===== config.mk =====
export PLATFORM = sky130hd
export DESIGN_NAME = aes_round_sequencer
export DESIGN_NICKNAME = d
export VERILOG_FILES = /design/src/rtl/aes_pkg.sv /design/src/rtl/aes_round_sequencer.sv
export SDC_FILE = /design/constraint.sdc
export NUM_CORES = 1
export LEC_CHECK = 0
export BUFFER_PORTS_ARGS = -buffer_cell sky130_fd_sc_hd__buf_2
export CORE_AREA = 2 2 504 506
export CTS_BUF_LIST = sky130_fd_sc_hd__clkbuf_4 sky130_fd_sc_hd__clkbuf_8
export CTS_CLUSTER_DIAMETER = 120
export DETAILED_ROUTE_END_ITERATION = 8
export DIE_AREA = 0 0 506 508
export PLACE_DENSITY = 0.3
export SLEW_MARGIN = 15
export SYNTH_ARGS = -nofsm -noshare
export SYNTH_HDL_FRONTEND = slang
export SYNTH_SLANG_ARGS = --single-unit

===== constraint.sdc =====
create_clock -name clk -period 2 [get_ports clk]
set_clock_uncertainty 0.1 [all_clocks]
set_input_delay 0.4 -clock clk [delete_from_list [all_inputs] [get_ports clk]]
set_output_delay 0.4 -clock clk [all_outputs]
set_load 0.02 [all_outputs]

===== src/rtl/aes_pkg.sv =====
// Shared types and constants for the iterative AES-128 round sequencer.
package aes_pkg;

  typedef logic [127:0] block_t;
  typedef logic [3:0]   rnum_t;

  localparam int NUM_ROUNDS      = 10;
  localparam int LAST_FULL_ROUND = NUM_ROUNDS - 1;

  typedef enum logic [2:0] {
    IDLE,
    ISSUE,
    WAIT,
    LISSUE,
    LWAIT,
    OUT
  } seq_state_e;

endpackage


===== src/rtl/aes_round_sequencer.sv =====
// Iterative AES-128 controller: initial AddRoundKey, rounds 1..9 on the round stage, then lastRound.
// Optional stage-done watchdog with sticky err output enabled by AES_SEQ_TIMEOUT_EN.
//
// state  | meaning
// IDLE   | ready for a plaintext/key pair
// ISSUE  | rnd_en pulse for round round_cnt
// WAIT   | waiting for rnd_done
// LISSUE | lr_en pulse for the final round
// LWAIT  | waiting for lr_done
// OUT    | ciphertext offered until accepted
module aes_round_sequencer
  import aes_pkg::*;
#(
  parameter int TIMEOUT_CYCLES = 64
) (
  input  logic   clk,
  input  logic   rst,
  input  logic   in_valid,
  output logic   in_ready,
  input  block_t in_pt,
  input  block_t in_key,
  output logic   rnd_en,
  output block_t rnd_state,
  output block_t rnd_key,
  output rnum_t  rnd_num,
  input  logic   rnd_done,
  input  block_t rnd_state_out,
  input  block_t rnd_key_out,
  output logic   lr_en,
  output block_t lr_state,
  output block_t lr_key,
  input  logic   lr_done,
  input  block_t lr_state_out,
  output logic   out_valid,
  input  logic   out_ready,
  output block_t out_ct,
`ifdef AES_SEQ_TIMEOUT_EN
  output logic   err,
`endif
  output logic   busy
);

  if (TIMEOUT_CYCLES < 2) begin : g_bad_timeout
    $error("TIMEOUT_CYCLES must be at least 2");
  end

  seq_state_e st_q;
  block_t     state_q;
  block_t     key_q;
  rnum_t      round_cnt_q;
  block_t     out_ct_q;
  logic       in_ready_q;
  logic       busy_q;
  logic       rnd_en_q;
  logic       lr_en_q;
  logic       out_valid_q;

`ifdef AES_SEQ_TIMEOUT_EN
  localparam int CW = (TIMEOUT_CYCLES > 2) ? $clog2(TIMEOUT_CYCLES) : 1;
  // Loaded so that err rises exactly TIMEOUT_CYCLES cycles after the start pulse.
  localparam logic [CW-1:0] WAIT_LOAD = CW'(TIMEOUT_CYCLES - 2);
  logic [CW-1:0] wait_cnt_q;
  logic          err_q;
`endif

  always_ff @(posedge clk or negedge rst) begin
    if (!rst) begin
      st_q        <= IDLE;
      state_q     <= '0;
      key_q       <= '0;
      round_cnt_q <= '0;
      out_ct_q    <= '0;
      in_ready_q  <= 1'b1;
      busy_q      <= 1'b0;
      rnd_en_q    <= 1'b0;
      lr_en_q     <= 1'b0;
      out_valid_q <= 1'b0;
`ifdef AES_SEQ_TIMEOUT_EN
      wait_cnt_q  <= '0;
      err_q       <= 1'b0;
`endif
    end else begin
      rnd_en_q <= 1'b0;
      lr_en_q  <= 1'b0;
      case (st_q)
        IDLE: begin
          if (in_valid && in_ready_q) begin
            state_q     <= in_pt ^ in_key;
            key_q       <= in_key;
            round_cnt_q <= rnum_t'(1);
            rnd_en_q    <= 1'b1;
            in_ready_q  <= 1'b0;
            busy_q      <= 1'b1;
            st_q        <= ISSUE;
          end
        end
        ISSUE: begin
`ifdef AES_SEQ_TIMEOUT_EN
          wait_cnt_q <= WAIT_LOAD;
`endif
          st_q <= WAIT;
        end
        WAIT: begin
          if (rnd_done) begin
            state_q <= rnd_state_out;
            key_q   <= rnd_key_out;
            if (round_cnt_q == rnum_t'(LAST_FULL_ROUND)) begin
              lr_en_q <= 1'b1;
              st_q    <= LISSUE;
            end else begin
              round_cnt_q <= round_cnt_q + rnum_t'(1);
              rnd_en_q    <= 1'b1;
              st_q        <= ISSUE;
            end
          end
`ifdef AES_SEQ_TIMEOUT_EN
          else if (wait_cnt_q == '0) begin
            err_q      <= 1'b1;
            in_ready_q <= 1'b1;
            busy_q     <= 1'b0;
            st_q       <= IDLE;
          end else begin
            wait_cnt_q <= wait_cnt_q - 1'b1;
          end
`endif
        end
        LISSUE: begin
`ifdef AES_SEQ_TIMEOUT_EN
          wait_cnt_q <= WAIT_LOAD;
`endif
          st_q <= LWAIT;
        end
        LWAIT: begin
          if (lr_done) begin
            out_ct_q    <= lr_state_out;
            out_valid_q <= 1'b1;
            st_q        <= OUT;
          end
`ifdef AES_SEQ_TIMEOUT_EN
          else if (wait_cnt_q == '0) begin
            err_q      <= 1'b1;
            in_ready_q <= 1'b1;
            busy_q     <= 1'b0;
            st_q       <= IDLE;
          end else begin
            wait_cnt_q <= wait_cnt_q - 1'b1;
          end
`endif
        end
        OUT: begin
          if (out_ready) begin
            out_valid_q <= 1'b0;
            in_ready_q  <= 1'b1;
            busy_q      <= 1'b0;
            st_q        <= IDLE;
          end
        end
        default: begin
          out_valid_q <= 1'b0;
          in_ready_q  <= 1'b1;
          busy_q      <= 1'b0;
          st_q        <= IDLE;
        end
      endcase
    end
  end

  assign in_ready  = in_ready_q;
  assign busy      = busy_q;
  assign rnd_en    = rnd_en_q;
  assign rnd_state = state_q;
  assign rnd_key   = key_q;
  assign rnd_num   = round_cnt_q;
  assign lr_en     = lr_en_q;
  assign lr_state  = state_q;
  assign lr_key    = key_q;
  assign out_valid = out_valid_q;
  assign out_ct    = out_ct_q;
`ifdef AES_SEQ_TIMEOUT_EN
  assign err       = err_q;
`endif

endmodule


# After elaboration in Yosys (flattened, before gate mapping)
# Cells that the tools add are included.
[word_totals]
reg_bits = 396
latch_bits = 0
mem_bits_rw = 0
mem_bits_ro = 0
n_memories = 0
out_inout_bits = 649
[classes]
mux = 31
n_reduce_logical = 11
multipliers = 0
bitwise_logic = 3
addsub = 1
n_div = 0
eq_ne = 11
shift = 0
n_lt_le_gt_ge = 0
[op_table]
columns = ["cell", "n"]
rows = [
  ["$mux W128", 4],
  ["$pmux W128 S2", 2],
  ["$xor A128 B128 Y128", 1],
  ["$pmux W3 S6", 1],
  ["$mux W3", 4],
  ["$mux W4", 3],
  ["$mux W1", 11],
  ["$ne A2 B2 Y1 const B", 5],
  ["$pmux W1 S3", 3],
  ["$reduce_and A3 Y1", 3],
  ["$pmux W4 S2", 1],
  ["$reduce_and A4 Y1", 2],
  ["$reduce_or A4 Y1", 2],
  ["$eq A3 B2 Y1 const B", 2],
  ["$eq A3 B3 Y1 const B", 2],
  ["$add A4 B1 Y4 const B", 1],
  ["$eq A4 B4 Y1 const B", 1],
  ["$eq A3 B1 Y1 const B", 1],
  ["$logic_not A3 Y1", 1],
  ["$mux W2", 1],
  ["$not A1 Y1", 2],
  ["$pmux W1 S2", 1],
  ["$reduce_and A2 Y1", 1],
  ["$reduce_bool A2 Y1", 1],
  ["$logic_and A1 B1 Y1", 1],
]

# Longest topological paths before layout
[depth]
depth_word = 4
ltp_mapped = 7

# Worst setup path after synthesis
# No wires, ideal clock.
[synth_path]
path_type = "flip-flop to flip-flop"
from = "reg st_q[2]"
to = "reg state_q[63], in the netlist lr_state[63]"
slack_ns = 0.045
stages_incl_launch_ff = 7
t_arrival_ns = 1.730
t_required_ns = 1.775
setup_time_ns = 0.125
period_less_slack_ns = 1.955
cell_sequence = "dfrtp_1 -> buf_2 -> nor3b_2 -> buf_2 -> buf_4 -> mux2_2 -> mux2_4"
[synth_between]
elab_chain_cells = 3
elab_cells_between_ends = 7
classes_between = "eq/ne: 3; mux: 1; reduce/logical: 3"
[synth_rtl]
columns = ["element", "line_no", "source"]
rows = [
  ["start: declaration", "aes_round_sequencer.sv:47", "seq_state_e st_q;"],
  ["start signal: assignment", "aes_round_sequencer.sv:68", "st_q <= IDLE;"],
  ["start signal: assignment", "aes_round_sequencer.sv:94", "st_q <= ISSUE;"],
  ["start signal: assignment", "aes_round_sequencer.sv:101", "st_q <= WAIT;"],
  ["$eq A3 B2 Y1 or $logic_not A3 Y1 (tied branches)", "aes_round_sequencer.sv:85", "case (st_q)"],
  ["$ne A2 B2 Y1 (no source line) or $reduce_bool A2 Y1 (tied branches)", "--", ""],
  ["$reduce_and A3 Y1 (no source line)", "--", ""],
  ["end signal: assignment", "aes_round_sequencer.sv:88", "state_q <= in_pt ^ in_key;"],
  ["end signal: assignment", "aes_round_sequencer.sv:105", "state_q <= rnd_state_out;"],
  ["end: declaration", "aes_round_sequencer.sv:48", "block_t state_q;"],
]
# Parallel ways exist; a longest one is shown, timed or not.
# A chain may end at the register's enable or synchronous reset.

# Worst setup path in the final report
[layout_path]
from = "reg st_q[0]"
to = "reg state_q[94], in the netlist lr_state[94]"
# The elaborated chain is that of the path after synthesis.

==> flow_summary.yaml <==
min_path:
  holdPathEnd: "lr_state[60]"
  min_from: "in_pt[60]"
  min_path_type: "input port to flip-flop"
  hold-path-cell-count: 4
setup_path:
  ff2ff_setup_slack_ps: -150
  slowest_stage: "dfrtp_1"
  path_class: "flip-flop to flip-flop"
  critPathTopFamily: "buffers and inverters"
  critical_path_buf_inv_count: 5
  max_stage_delay_ps: 400
  cp-end-kind: "flip-flop"
  worstPathCellList: "nor3b_4, buf_6, buf_16, buf_16, buf_12, buf_16, mux2_4, mux2_4"
  cp_max_fo: 7
  r2r-end: "lr_state[94]"
  arrival_ps: 2740
  reg2reg_from: "st_q[0]"
  required_ps: 2590
  reg2regPathDepth: 8
  worstSetupStartpointType: "flip-flop"
  crit_path_frequent_cell: "buf_16"
cells_and_area:
  final_cell_mix: "869 x buf_2, 621 x dlygate4sd3_1, 427 x buf_6"
  nets: 4117
  fin_util_pct: 18.1
  seq_area_mm2: 0.0101
  area_growth_pct: 107
  nFillCells: 27800
  final_layout_size_suffix_gt1_share_pct: 70.1
  final_common_cell: "buf_2"
  multi_input_area_mm2: 0.0101
timing:
  worst_slew_margin_rel_pct: 31.8
  tightest_slew_ps: 1020
  hold_violations: 0
  fin_crit_sh_pct: 108
  final_max_slew_viol_count: 0
  setup_tns_ps: -15460
  min_period_ps: 2150
  timing.final.ws_setup_ps: -151
  finalSetupViolCount: 230
  rsz0062_at_grt: "true"
  max_freq_ghz: 0.465
power:
  total_power_uw: 69900
  p_leak_uw: 0.0206
  p_per_area_mw_per_mm2: 1530
  irDropWorstVdd_uv: 860
flow_run:
  max_cap_violations: 0
cts:
  clk_pin_slew_ps: 60
  htree_levels: 3
  cts_buffer_depth: 3
  cts.sinks: 396
  root_buffer: "clkbuf_8"
  cts_tree: "built"
  cts_made_buffers: 91
  clock_latency_ps: 790
status:
  violations: "setup timing"
  outcome: "finished with violations"
place:
  io_buffers: 1294
  gp_congestion: 0.856
  dp_hpwl_um: 144000
synthesis:
  netlist_area_mm2: 0.0221
  seq_area_frac_synth_pct: 44.9
  yosys.area.top_type_share_pct: 44.8
  synth-seq-cells: 396
  yosysUniqueCellTypes: 38
  synthTopCellsByArea: "dfrtp_1 45%, mux2_2 21%, mux2_4 16%"
  syn_area_per_cell_um2: 14.4
  syn-instance-count: 1535
  synth-async-reset-ratio_pct: 100
  synth_nets: 2183
  synth_area_leader_cell: "dfrtp_1"
  ys.flop_type: "dfrtp_1"
  synth_warnings: 0
  synth_edf_count: 0
detailed_routing:
  routedWlPerCell_um: 25.6
  wl_met1_um: 68700
  vias: 20600
  wl_met2_um: 78800
  top_layer_used: "met5"
  ant_nets: 0
  drc_errors: 0
  dr.pass1.iters: 5
  wl_met3_um: 23500
  drt_iter0_markers: 727
  finalWirelength_um: 178000
  viasPerCell: 2.97
floorplanning:
  io_pins: 1295
  floorplan.die_area_mm2: 0.257
  start_util_pct: 8.74
  rows: 185
  dieWidth_um: 506
  core_area_mm2: 0.252
  fp.dieH_um: 508
global_route:
  grt_pass1_wl_um: 220000
  grt_pass1_vias: 21800
  grt_max_degree: 59
  overflow: 0
  grt_util_all_layers_pct: 13.0
  antenna_found_initial: 136
cells by family after synthesis:
kind of cell | share of synthesized area (%)
AOI/OAI and AO/OA | 0.675
xor gates and xnor gates | 5.12
adders and majority gates | 0.113
buffers and inverters | 12.1
DFF | 44.9
muxes | 36.6
and+or+nand+nor | 0.403
synth_stat cells (all sizes together) (2+ instances only):
cell type  instances
inv                4
o22a               2
o2bb2ai            2
ha                 2
nand2              4
nor2               2
dfrtp            395
xor2             129
a21oi              3
mux2             640
buf              328
a22oi              2
tightest hold or removal path, delay by kind of cell:
family    cells  cell delay [ps]
mux           2              290
xor+xnor      1              180
buf+inv       1              110
metrics by stage:
stage / setup slack (ps) / cell area, µm² / hold slack [ps] / cells
after floorplan: 44.8 / 22100 / 4.41 / 1535
after global placement: -201 / 31300 / 236 / 5971
after detailed placement: -203 / 31300 / 235 / 5971
after CTS: -224 / 44000 / 1.12 / 6872
after global routing: -236 / 45600 / 36.7 / 6924
final: -151 / 45700 / 136 / 6942
per-layer routing:
layer / GRT usage, % / vias to the layer above
li1: - / 9044
met1: 14.6 / 10100
met2: 20.5 / 1124
met3: 7.95 / 320
met4: 3.97 / 70
met5: 0 / -
sequential cells by signal (all words and copies together) (netlist names):
name / cells
out_valid: 1
st_q: 3
in_ready: 1
rnd_num: 4
lr_key: 128
rnd_en: 1
out_ct: 128
lr_en: 1
lr_state: 128
busy: 1
layout make-up:
type | count | share of cell area, %
clock buffer | 141 | 3.83
tap | 3366 | 9.22
multi-input combinational | 806 | 22.2
inverter | 4 | 0.0329
sequential | 396 | 22.0
timing repair buffer | 2170 | 41.8
clock inverter | 20 | 0.671
antenna | 39 | 0.214
timing repair:
action	in CTS	in global routing
hold buffers	621	0
gates cloned	25	16
gates resized for setup	875	485
buffers inserted	96	41
endpoints found under the setup margin	877	937
endpoints found under the hold margin	790	0
pin swaps	2	2
how the worst max path moves through the flow:
| stage | startpoint | endpoint | cells after the start |
|---|---|---|---|
| 2_1_floorplan | st_q[2] | lr_state[63] | 6 |
| 3_3_place_gp | st_q[2] | lr_state[36] | 5 |
| 3_5_place_dp | st_q[2] | lr_state[36] | 5 |
| 4_1_cts | in_ready | in_ready | 2 |
| 5_1_grt | st_q[1] | lr_state[94] | 8 |
| 6_report | st_q[0] | lr_state[94] | 8 |
power by group:
part / leakage, µW / total (µW) / switching, µW / internal (µW)
clock network: 0.00108 / 11000 / 4690 / 6350
registers: 0.00468 / 17200 / 4980 / 12300
logic: 0.0149 / 41700 / 20800 / 20900
total: 0.0206 / 69900 / 30500 / 39500
Note: power is estimated with default switching activity, not from simulation.
